<file path="src/rtl/tap_classifier.sv">
// Tap classifier: groups debounced press pulses that fall inside a timing
// window into single, double or triple tap gestures and reports each
// completed gesture as a registered one-cycle event.
module tap_classifier #(
   parameter int WINDOW_CYCLES = 30_000_000,
   parameter int TMR_W         = 25
) (
   input  logic       clk,
   input  logic       rst_n,
   input  logic       btn_pulse,
   input  logic       clear,
   output logic       evt_valid,
   output logic [1:0] evt_taps,
   output logic       single_tap,
   output logic       double_tap,
   output logic       triple_tap,
   output logic       busy
);

   // The gap timer stops at this value; reaching it closes the gesture.
   localparam logic [TMR_W-1:0] TIMER_LAST = TMR_W'(WINDOW_CYCLES - 1);

   typedef enum logic {
      IDLE  = 1'b0,
      COUNT = 1'b1
   } state_t;

   state_t           state, state_next;
   logic [1:0]       taps, taps_next;
   logic [TMR_W-1:0] timer, timer_next;
   logic             evt_next;
   logic [1:0]       evt_taps_next;

   // Next-state and event decision; the pulse outranks the timeout, clear outranks both.
   always_comb begin
      state_next    = state;
      taps_next     = taps;
      timer_next    = timer;
      evt_next      = 1'b0;
      evt_taps_next = 2'd0;
      unique case (state)
         IDLE: begin
            if (btn_pulse) begin
               state_next = COUNT;
               taps_next  = 2'd1;
               timer_next = '0;
            end
         end
         COUNT: begin
            if (clear) begin
               state_next = IDLE;
               taps_next  = 2'd0;
               timer_next = '0;
            end else if (btn_pulse && taps == 2'd2) begin
               evt_next      = 1'b1;
               evt_taps_next = 2'd3;
               state_next    = IDLE;
               taps_next     = 2'd0;
               timer_next    = '0;
            end else if (btn_pulse) begin
               taps_next  = taps + 2'd1;
               timer_next = '0;
            end else if (timer == TIMER_LAST) begin
               evt_next      = 1'b1;
               evt_taps_next = taps;
               state_next    = IDLE;
               taps_next     = 2'd0;
               timer_next    = '0;
            end else begin
               timer_next = timer + TMR_W'(1);
            end
         end
         default: begin
            state_next = IDLE;
            taps_next  = 2'd0;
            timer_next = '0;
         end
      endcase
   end

   // State register plus registered event outputs, all cleared asynchronously.
   always_ff @(posedge clk or negedge rst_n) begin
      if (!rst_n) begin
         state      <= IDLE;
         taps       <= 2'd0;
         timer      <= '0;
         evt_valid  <= 1'b0;
         evt_taps   <= 2'd0;
         single_tap <= 1'b0;
         double_tap <= 1'b0;
         triple_tap <= 1'b0;
         busy       <= 1'b0;
      end else begin
         state      <= state_next;
         taps       <= taps_next;
         timer      <= timer_next;
         evt_valid  <= evt_next;
         evt_taps   <= evt_taps_next;
         single_tap <= evt_next && (evt_taps_next == 2'd1);
         double_tap <= evt_next && (evt_taps_next == 2'd2);
         triple_tap <= evt_next && (evt_taps_next == 2'd3);
         busy       <= (state_next == COUNT);
      end
   end

endmodule

</file>
<file path="config.mk">
export PLATFORM = sky130hd
export DESIGN_NAME = tap_classifier
export DESIGN_NICKNAME = d
export VERILOG_FILES = /design/src/rtl/tap_classifier.sv
export SDC_FILE = /design/constraint.sdc
export NUM_CORES = 1
export LEC_CHECK = 0
export CORE_ASPECT_RATIO = 0.7
export CORE_MARGIN = 4
export CORE_UTILIZATION = 40
export DETAILED_ROUTE_END_ITERATION = 10
export GPL_ROUTABILITY_DRIVEN = 1
export SLEW_MARGIN = 20
export SYNTH_ARGS = -nofsm -noshare
export SYNTH_HDL_FRONTEND = slang
export SYNTH_SLANG_ARGS = --single-unit
</file>
<file path="constraint.sdc">
create_clock -name clk -period 4.25 [get_ports clk]
set_input_delay 0.85 -clock clk [delete_from_list [all_inputs] [get_ports clk]]
set_output_delay 0.85 -clock clk [all_outputs]
set_load 0.02 [all_outputs]
</file>
==> metrics.cfg, run 1 <==
[place]
post-place-ws_ns = 1.12
portBuffers = 10
placed_cells = 268
routabilityCongestion = 0.797
placed_area_mm2 = 0.00201
hpwlAfterDp_mm = 2.91

[power_and_ir_drop]
p_sw_mw = 0.153
powerDensity_mw_per_mm2 = 299
combPwrFrac_pct = 8.6
ir_drop_uv = 197
p_sw_share_pct = 24.5
clkPwrFrac_pct = 37.8
p_seq_share_pct = 53.6
power.internal_mw = 0.472
leakage_nw = 0.862
p_total_mw = 0.625

[yosys]
postSynthCellCount = 209
async_flop_share_pct = 100
yosysWarnings = 0
syn_nets = 215
synth_edf_count = 0
syn_area_per_cell_um2 = 8.91
synth_area_mm2 = 0.00186
ys.flop_type = dfrtp_1
synth.distinct_cells = 45
ys_ff_latch = 34
ys_seq_area_share_pct = 45.7

[critical_path]
crit_type = input pin to register
timing.rr.start = timer[0]
cp-start-kind = input pin
worstSetupEndpoint = timer[21]
rr_worst_depth = 6
cp_max_fo = 21
worst_setup_path_end_kind = register
startpoint = btn_pulse
crit_required_ns = 4.47
worstPathArrival_ns = 3.04
reg2reg_slack_ns = 1.89
worstReg2RegEnd = timer[2]

[clocking]
cts_max_path_buffers = 2
clkTransAtPathRegs_ns = 0.06
cts_root_buf = clkbuf_8
htreeDepth = 2
postCtsSetupRepairBufs = 0
numCtsBuffers = 5
clock-sinks = 34
cts_hold_buf = 0
cts_tree = done
cts_resized = 0
clk_latency_ns = 0.28

[timing]
max_freq_mhz = 354
final-max-slew-violation-count = 0
period_needed_ns = 2.82
rsz0062_at_grt = false
finalClockSkew_ns = 0.00540
fin_tns_setup_ns = 0
finalCritPeriodShare_pct = 66.4
hold_viol = 0
slew_headroom_pct = 41.3
fin_ws_ns = 1.43
setup_viol = 0
holdWs_ns = 0.502
worst_pin_slew_ns = 0.872

[cells_and_area]
final_cells = 274
area_growth_syn_to_layout_pct = 12.5
layout_common_cells = dfrtp_1 (34), nand2_1 (24), o21ai_0 (19)
nets = 226
layout_commonest_cell = dfrtp_1
multi_input_area_um2 = 947
fill_cells = 410
antenna_cells = 0
utilization_pct = 47.6
seq_area_um2 = 851
stdcell_area_mm2 = 0.00209
drive_above_1_share_pct = 8.68

[grt]
gr-usage-met3_pct = 4.83
grt_pass1_vias = 1474
top_usage_layer = met1
grt_antenna_before_repair = 0
grt_max_degree = 35
grt_overflow = 0
use_met1_pct = 26.0
met2_usage_pct = 22.0
grt_usage_pct = 16.5
grt_first_pass_wirelength_mm = 7.34

[routing]
num_vias = 1591
vias_per_cell = 5.81
drcViolationCount = 0
wirelength_mm = 4.13
postRouteAntennaNets = 0
first_pass_iters = 4
wl_per_cell_um = 15.1
first_iter_violations = 112

[floorplan]
fp.dieH_um = 65.1
num_rows = 20
boundaryPins = 11
design.core.area_mm2 = 0.00440
die-area_mm2 = 0.00583
die_width_um = 89.5
initial_core_util_pct = 42.3

[flow_run]
maxCapViolations = 0

[status]
status = completed

[hold_path]
hp-class = register to register

cell type report:
class	count	area share [%]
Clock buffer	6	3.94
Inverter	8	1.43
Sequential cell	34	40.6
Multi-Input combinational cell	159	45.2
Timing Repair Buffer	12	5.50
Tap cell	55	3.29
power groups by stage:
stage | logic [mW] | clock network, mW | registers (mW)
finish | 0.0539 | 0.236 | 0.335
global route | 0.0624 | 0.262 | 0.336
detailed placement | 0.0547 | 0 | 0.341
CTS | 0.0549 | 0.242 | 0.335
global placement | 0.0534 | 0 | 0.341
floorplan | 0.0323 | 0 | 0.341
metal layers:
layer	vias to the layer above	wire [um]
met5	-	0
met4	0	38
li1	799	-
met3	6	257
met1	746	2140
met2	40	1700
registers in the layout (all words and copies together) (netlist names):
register    flops
single_tap      1
state           1
timer          25
taps            2
evt_taps        2
evt_valid       1
double_tap      1
triple_tap      1
Yosys cell counts (3+ instances only):
cell	n	area [um^2]
o31ai_1	3	22.5
a22oi_1	3	22.5
dfrtp_1	34	851
nor2_1	14	52.6
nor4_1	4	25.0
clkbuf_1	6	22.5
and3_1	3	18.8
a21o_1	4	30.0
nand4_1	6	37.5
nand3_1	7	35.0
or3_1	7	43.8
inv_1	8	30.0
a22o_1	3	26.3
nor3_1	10	50.1
a21oi_1	17	85.1
o21ai_0	19	95.1
nand2_1	24	90.1
kinds of logic after synthesis:
family          count (synthesis)  synth area share, %
mux                             2                 1.08
buf+inv                        16                 3.43
compound gates                 61                 20.8
flops                          34                 45.7
fa+ha+maj                       2                 1.34
simple gates                   94                 27.6
critical path, stage by stage:
cell,delay (ns)
clkdlybuf4s50_1,0.61
nor3b_1,0.54
o21a_1,0.68
o311ai_0,0.26
nand2_1,0.10
worst min-delay path by stage:
stage | from | endpoint | slack [ns] | cells past startpoint
finish | timer[14] | timer[14] | 0.50 | 1
global route | timer[14] | timer[14] | 0.51 | 1
CTS | timer[14] | timer[14] | 0.50 | 1
detailed placement | timer[14] | timer[14] | 0.49 | 1
global placement | timer[14] | timer[14] | 0.49 | 1
floorplan | timer[14] | timer[14] | 0.46 | 1
(Power assumes the default switching activity.)
==> run 2: changes to the inputs <==
==> constraint.sdc (replaced) <==
create_clock -name clk -period 2.71 [get_ports clk]
set_input_delay 0.542 -clock clk [delete_from_list [all_inputs] [get_ports clk]]
set_output_delay 0.542 -clock clk [all_outputs]
set_load 0.02 [all_outputs]
==> metrics.cfg, run 2 (synthesis results as in run 1) <==
[status]
status = completed

[routing]
wl_per_cell_um = 16.5
vias_per_cell = 6.05
wirelength_mm = 4.62
num_vias = 1693
postRouteAntennaNets = 0
first_iter_violations = 78
drcViolationCount = 0
first_pass_iters = 4

[clocking]
htreeDepth = 2
clock-sinks = 34
cts_hold_buf = 0
clk_latency_ns = 0.29
numCtsBuffers = 5
cts_tree = done
clkTransAtPathRegs_ns = 0.07
postCtsSetupRepairBufs = 0
cts_max_path_buffers = 2
cts_root_buf = clkbuf_8
cts_resized = 0

[timing]
rsz0062_at_grt = false
final-max-slew-violation-count = 0
worst_pin_slew_ns = 0.920
finalClockSkew_ns = 0.00863
max_freq_mhz = 421
finalCritPeriodShare_pct = 87.6
setup_viol = 0
fin_tns_setup_ns = 0
slew_headroom_pct = 38.1
hold_viol = 0
period_needed_ns = 2.37

[critical_path]
worstPathArrival_ns = 2.55
rr_worst_depth = 6
path_cells = ha_1, nand4_2, or4_4, o21ai_4, o21ai_0, a21o_2
crit_required_ns = 2.88
cp_max_fo = 19
cp_slowest_cell = or4_4
timing.rr.start = timer[0]
cp-start-kind = register
worstReg2RegEnd = timer[2]
reg2reg_slack_ns = 0.34
crit_type = register to register
crit_family = compound AO/OA/AOI/OAI gates
worst_setup_path_end_kind = register
cp.depth = 6
slowest_delay_ns = 0.59
critPathBufInv = 0

[cells_and_area]
utilization_pct = 49.1
area_growth_syn_to_layout_pct = 16.2
antenna_cells = 0
layout_common_cells = dfrtp_1 (34), nand2_1 (24), o21ai_0 (19)
largest_reg_flops = 25
largest-register = timer
final_cells = 280
reg_top3 = timer (25), evt_taps (2), taps (2)
drive_above_1_share_pct = 11.1
layout_commonest_cell = dfrtp_1
nets = 230
stdcell_area_mm2 = 0.00216

[grt]
grt_overflow = 0
grt_pass1_vias = 1649
grt_max_degree = 35
grt_usage_pct = 17.6
grt_antenna_before_repair = 0
grt_first_pass_wirelength_mm = 7.97

[floorplan]
boundaryPins = 11
initial_core_util_pct = 42.3
design.core.area_mm2 = 0.00440
die-area_mm2 = 0.00583
die_width_um = 89.5
num_rows = 20
fp.dieH_um = 65.1

[hold_path]
min_path_cells = 1
hold-path-endpoint = timer[14]
hp-start = timer[14]
hp-class = register to register

[place]
placed_area_mm2 = 0.00205
placed_cells = 272
hpwlAfterDp_mm = 3.36
routabilityCongestion = 0.898
portBuffers = 10

[flow_run]
maxCapViolations = 0

[power_and_ir_drop]
ir_drop_uv = 268
powerDensity_mw_per_mm2 = 498
leakage_nw = 0.901
p_total_mw = 1.08

run 2: changes by cell type in the layout (fill, tap and decap cells not counted):
cell / previous run / this run
buf_4: 2 / 5
buf_12: 0 / 1
clkinv_2: 0 / 2
bufinv_16: 0 / 1
clkbuf_8: 6 / 5
run 2: worst max path at each step:
stage,start,to,slack [ns]
final,timer[0],timer[2],0.34
after CTS,timer[0],timer[2],0.33
after global routing,timer[0],timer[2],0.19
after detailed placement,clear,timer[23],0.34
after global placement,clear,timer[23],0.42
after floorplan,timer[0],timer[2],0.63
run 2: stage by stage:
step	setup WS, ns	hold WS [ns]
finish	0.336	0.505
global route	0.190	0.534
CTS	0.328	0.505
floorplan	0.632	0.246
global placement	0.419	0.493
detailed placement	0.336	0.495
run 2: cell type report:
cell class                 count  area [um^2]
tap                           55         68.8
clock buffer                   5         68.8
multi-input combinational    159          947
inverter                       8         30.0
fill                         412         2240
clock inverter                 3         40.0
timing repair buffer          16          158
sequential                    34          851
run 2: per-layer routing:
metal / GRT usage [%] / up-vias / share of wire [%]
met5: 0 / - / 0
met4: 6.13 / 0 / 1.4
met3: 3.94 / 7 / 4.0
met2: 25.0 / 39 / 43
met1: 26.0 / 835 / 52
li1: - / 812 / -
run 2: where the power goes:
group	switching [mW]	total [mW]	internal [mW]
clock network	0.188	0.459	0.271
logic	0.0575	0.0919	0.0343
registers	0.0108	0.526	0.515
total	0.256	1.08	0.820
==> RTL change 1 (config.mk and constraints of run 2) <==
The parameter `TMR_W` goes from 25 to 17.
--- a/src/rtl/tap_classifier.sv
+++ b/src/rtl/tap_classifier.sv
@@ -3,7 +3,7 @@
 // completed gesture as a registered one-cycle event.
 module tap_classifier #(
    parameter int WINDOW_CYCLES = 30_000_000,
-   parameter int TMR_W         = 25
+   parameter int TMR_W         = 17
 ) (
    input  logic       clk,
    input  logic       rst_n,
Formal check against the unedited RTL: no difference found for any inputs over 10 cycles, from zero or initial values and one cycle with rst_n low; that may be too few to reach the edited logic, so the function may still have changed.
==> RTL change 1 against run 2 <==
Synthesized area shrank 17%; combinational power increased by 1%; die area is 16% lower; global-route usage up 0.13 points; wire length fell by 14%; utilization fell by 1.1 points; non-clock buffer count stayed put; fmax up 7.3%; sequential cell count is 8 lower; setup slack improved by 0.16 ns; design area fell by 20%; total power down 33%.
==> RTL change 1: results (changes against run 2) <==
POWER
-----------------------------------------------------------------------
Worst voltage drop across the vdd grid                        0.3191 mV   +19%
Pleak                                                         0.6961 nW   -23%

TIMING
-----------------------------------------------------------------------
Clock Skews                                                 0.003599 ns   -0.005030 ns
Headroom to the max-slew limit                                   0.5335   +0.1522

FINAL LAYOUT
-----------------------------------------------------------------------
# fillers                                                           336   -18%
Registers with the most flip-flops                         timer x17, evt_taps x2, taps x2
Footprint of the multi-input gates                            804.5 µm²   -15%
Net count of the finished layout                                    184   -20%
Layout cells sized above 1                                       0.1080   -0.003157

SYNTHESIS
-----------------------------------------------------------------------
Compound-cell area share of the yosys netlist                    0.1456   -0.06269
Total nets after synthesis                                          171   -20%
Leading post-synthesis cells by cell area                  sky130_fd_sc_hd__dfrtp_1 42%, sky130_fd_sc_hd__nand2_1 4.6%, sky130_fd_sc_hd__nand4_1 3.7%
Sequential fraction of the synthesis area                        0.4231   -0.03388
Proportion of synthesized area in mux cells                     0.02034   +0.009589
Adder and majority cell fraction of the synthesized area        0.01627   +0.002833
Synth Area in XOR/XNOR                                          0.01139   +0.01139

PLACE
-----------------------------------------------------------------------
Placement Cell Area                                        0.001689 mm²   -18%
Worst setup slack before clock tree synthesis                 0.4670 ns   +0.1307 ns
Instance count after placement with tap cells included              223   -18%
Half-perimeter wire length after placement                      2892 µm   -14%

ROUTING
-----------------------------------------------------------------------
Total wire length                                               3976 µm   -14%
DRT iter0 DRCs                                                      214   +170%

STATUS
-----------------------------------------------------------------------
Status                                                        completed

CTS
-----------------------------------------------------------------------
TritonCTS Buffers                                                     3   -2
Worst skew pair latency                                         0.27 ns   -0.02 ns
Clock-pin slew on the worst setup and hold paths                0.09 ns   +0.02 ns

CRITICAL PATH
-----------------------------------------------------------------------
Critical-path top delay cell                               sky130_fd_sc_hd__nor4b_1
Critical path fanouts, max                                           11   -8
Arr. time, crit path                                            2.36 ns   -0.19 ns

GLOBAL ROUTING
-----------------------------------------------------------------------
Routing usage on met1                                            0.2641   +0.004019
Met3 Use GR                                                     0.04819   +0.008803
Global Route Usage Sum                                           0.1775   +0.001327
Vias in the first global route                                     1299   -21%

-- RTL change 1: metal layers --
metal  up-vias  wire length (µm)
met5         -                 0
met4         0                16
met3         4               252
met2        39              1685
met1       673              2023
li1        654                 -
-- RTL change 1: path summary, 6_finish.rpt --
check,startpoint,endpoint,depth (start not counted),slack (ns)
max reg2reg,timer[8],timer[16],4,0.50
min in group asynchronous,rst_n,timer[10],2,0.65
min reg2reg,timer[1],timer[1],2,0.54
min,timer[1],timer[1],2,0.54
max,timer[8],timer[16],4,0.50
max in group asynchronous,rst_n,evt_taps[1],2,1.81
-- RTL change 1: where the power goes --
group	internal, mW	switching, mW	total (mW)
clock	0.0996	0.115	0.215
sequential	0.398	0.0167	0.414
combinational	0.0329	0.0604	0.0932
-- RTL change 1: layout make-up --
type,count,share of cell area
clock buffer,3,0.02386
inverter,7,0.01518
multi-input combinational,124,0.4649
sequential,26,0.3760
tap,50,0.03615
timing repair buffer,16,0.08388
-- RTL change 1: critical path, delay by kind of cell, from the launching register on --
family	cells	cell delay, ns
compound gates	2	0.35
flops	1	0.50
simple gates	2	1.25
-- RTL change 1: cells by family (layout without fill, tap and decap cells) --
kind of cell | count (synthesis) | after routing
muxes | 3 | 3
buffers and inverters | 15 | 26
DFF | 26 | 26
and+or+nand+nor | 82 | 82
AOI/OAI and AO/OA | 35 | 35
adders and majority gates | 2 | 2
xor gates and xnor gates | 2 | 2
==> RTL change 2 (settings of run 2) <==
Made on the original files. Make the reset (`rst_n`) synchronous in one clocked block. Comments in the files are not updated.
--- a/src/rtl/tap_classifier.sv
+++ b/src/rtl/tap_classifier.sv
@@ -79,7 +79,7 @@
    end
 
    // State register plus registered event outputs, all cleared asynchronously.
-   always_ff @(posedge clk or negedge rst_n) begin
+   always_ff @(posedge clk) begin
       if (!rst_n) begin
          state      <= IDLE;
          taps       <= 2'd0;
Formal check against the unedited RTL: differs if rst_n is asserted again (counterexample within 4 cycles, from zero or initial values and one cycle with rst_n low); with rst_n held inactive, the same outputs for 10 cycles.
==> RTL change 2 against run 2 <==
Design area decreased by 9.8%; setup slack better by 0.19 ns; sequential share of layout area shrank 4.5 points; synthesized area down 8.2%; critical endpoint is now timer[3]; sequential cell count did not move; combinational power is 33% lower; wire length shrank 11%; first-iteration DRC count increased by 17%; total power shrank 3.7%; clock skew fell by 0.0060 ns; highest routed layer unchanged; via count shrank 7.1%.
==> RTL change 2: results (changes against run 2) <==
GLOBAL ROUTING
-----------------------------------------------------------------
Vias in the first global route                               1426   -14%
Global-route wire length before repair                    6900 µm   -13%
Largest net degree at the start of global routing              16   -54%
Global Route Usage Sum                                     0.1624   -0.01380

ROUTING
-----------------------------------------------------------------
Average via count per standard cell                         5.932   -1.9%
DRT iter0 DRCs                                                 91   +17%
Total wire length                                         4104 µm   -11%
TritonRoute pass-1 iters                                        4   unchanged

SYNTHESIS
-----------------------------------------------------------------
Total nets after synthesis                                    208   -3.3%
Primary flip-flop cell chosen by synthesis mapping   sky130_fd_sc_hd__dfxtp_1
Leading post-synthesis cells by cell area            sky130_fd_sc_hd__dfxtp_1 40%, sky130_fd_sc_hd__a31oi_1 5.9%, sky130_fd_sc_hd__nor2_1 4.8%
Post-synthesis async set-or-reset flop share                    0   -1.000
Library cells used by synthesis                                47   +4.4%

PLACE
-----------------------------------------------------------------
Half-perimeter wire length after placement                3055 µm   -9.0%
Placement Cell Area                                  0.001843 mm²   -10%

CRITICAL PATH
-----------------------------------------------------------------
Arr. time, crit path                                      2.37 ns   -0.18 ns
R2R depth                                                       5   -1
Longest individual stage delay on the worst path          0.58 ns
Critical-path top delay cell                         sky130_fd_sc_hd__o21ai_2
Critical path fanouts, max                                     15   -4

POWER
-----------------------------------------------------------------
Worst voltage drop across the vdd grid                  0.3187 mV   +19%
Pleak                                                   0.6427 nW   -29%

FINAL LAYOUT
-----------------------------------------------------------------
Layout cells sized above 1                                0.07512   -0.03599
Net count of the finished layout                              218   -5.2%

STATUS
-----------------------------------------------------------------
Status                                                  completed

TIMING
-----------------------------------------------------------------
Actual slew at the worst max-slew pin                   0.6284 ns   -0.2913 ns
Clock Skews                                           0.002624 ns   -0.006004 ns

RTL change 2: cell count changes in the layout (fill, tap and decap cells not counted), sizes merged, moves of 4 or more:
cell	run 2	this run
a21oi	17	5
a31oi	2	16
o21ai	20	2
dfxtp	0	34
nor2	14	23
nand3	7	11
buf	6	1
nand2	24	16
xnor2	0	7
dfrtp	34	0
RTL change 2: worst paths after layout:
kind | from | end | slack [ns]
max | timer[22] | timer[3] | 0.53
min | timer[24] | timer[24] | 0.47
max reg2reg | timer[22] | timer[3] | 0.53
min reg2reg | timer[24] | timer[24] | 0.47
RTL change 2: per-layer routing:
layer  up-vias  routed length [µm]  GRT usage
met3         5                 246    0.04743
met4         0                  48    0.06917
met1       745                2130     0.2334
met2        49                1679     0.2221
li1        773                   -          -
met5         -                   0          0
RTL change 2: cell type report:
cell class / instances / area, µm²
well taps: 52 / 65.06
inverters: 10 / 37.54
multi-input cells: 150 / 952.2
fillers: 392 / 2066
clock buffers: 5 / 68.82
repair buffers: 11 / 107.6
clock inverters: 3 / 40.04
flip-flops and latches: 34 / 680.7
RTL change 2: cells by family after synthesis:
kind of cell / count (synthesis) / synth area share
adders and majority gates: 2 / 0.01464
and+or+nand+nor: 94 / 0.3082
AOI/OAI and AO/OA: 43 / 0.1764
DFF: 34 / 0.3982
xor gates and xnor gates: 9 / 0.04612
muxes: 2 / 0.01171
buffers and inverters: 18 / 0.04466
RTL change 2: where the power goes:
part           internal (mW)  leakage, nW  total (mW)  switching, mW
clock                  0.270       0.0579       0.461          0.190
combinational         0.0213        0.310      0.0613         0.0400
sequential             0.506        0.275       0.514        0.00845
total                  0.798        0.643        1.04          0.239
RTL change 2: per-stage QoR:
stage / power, mW / worst slack [ns] / instances / utilization
floorplan: 0.5668 / 0.9274 / 202 / -
global placement: 0.5835 / 0.3858 / 257 / 0.4587
detailed placement: 0.5863 / 0.2759 / 257 / 0.4587
CTS: 1.046 / 0.5181 / 265 / 0.4858
global route: 1.079 / 0.3836 / 265 / 0.4858
finish: 1.036 / 0.5250 / 265 / 0.4858
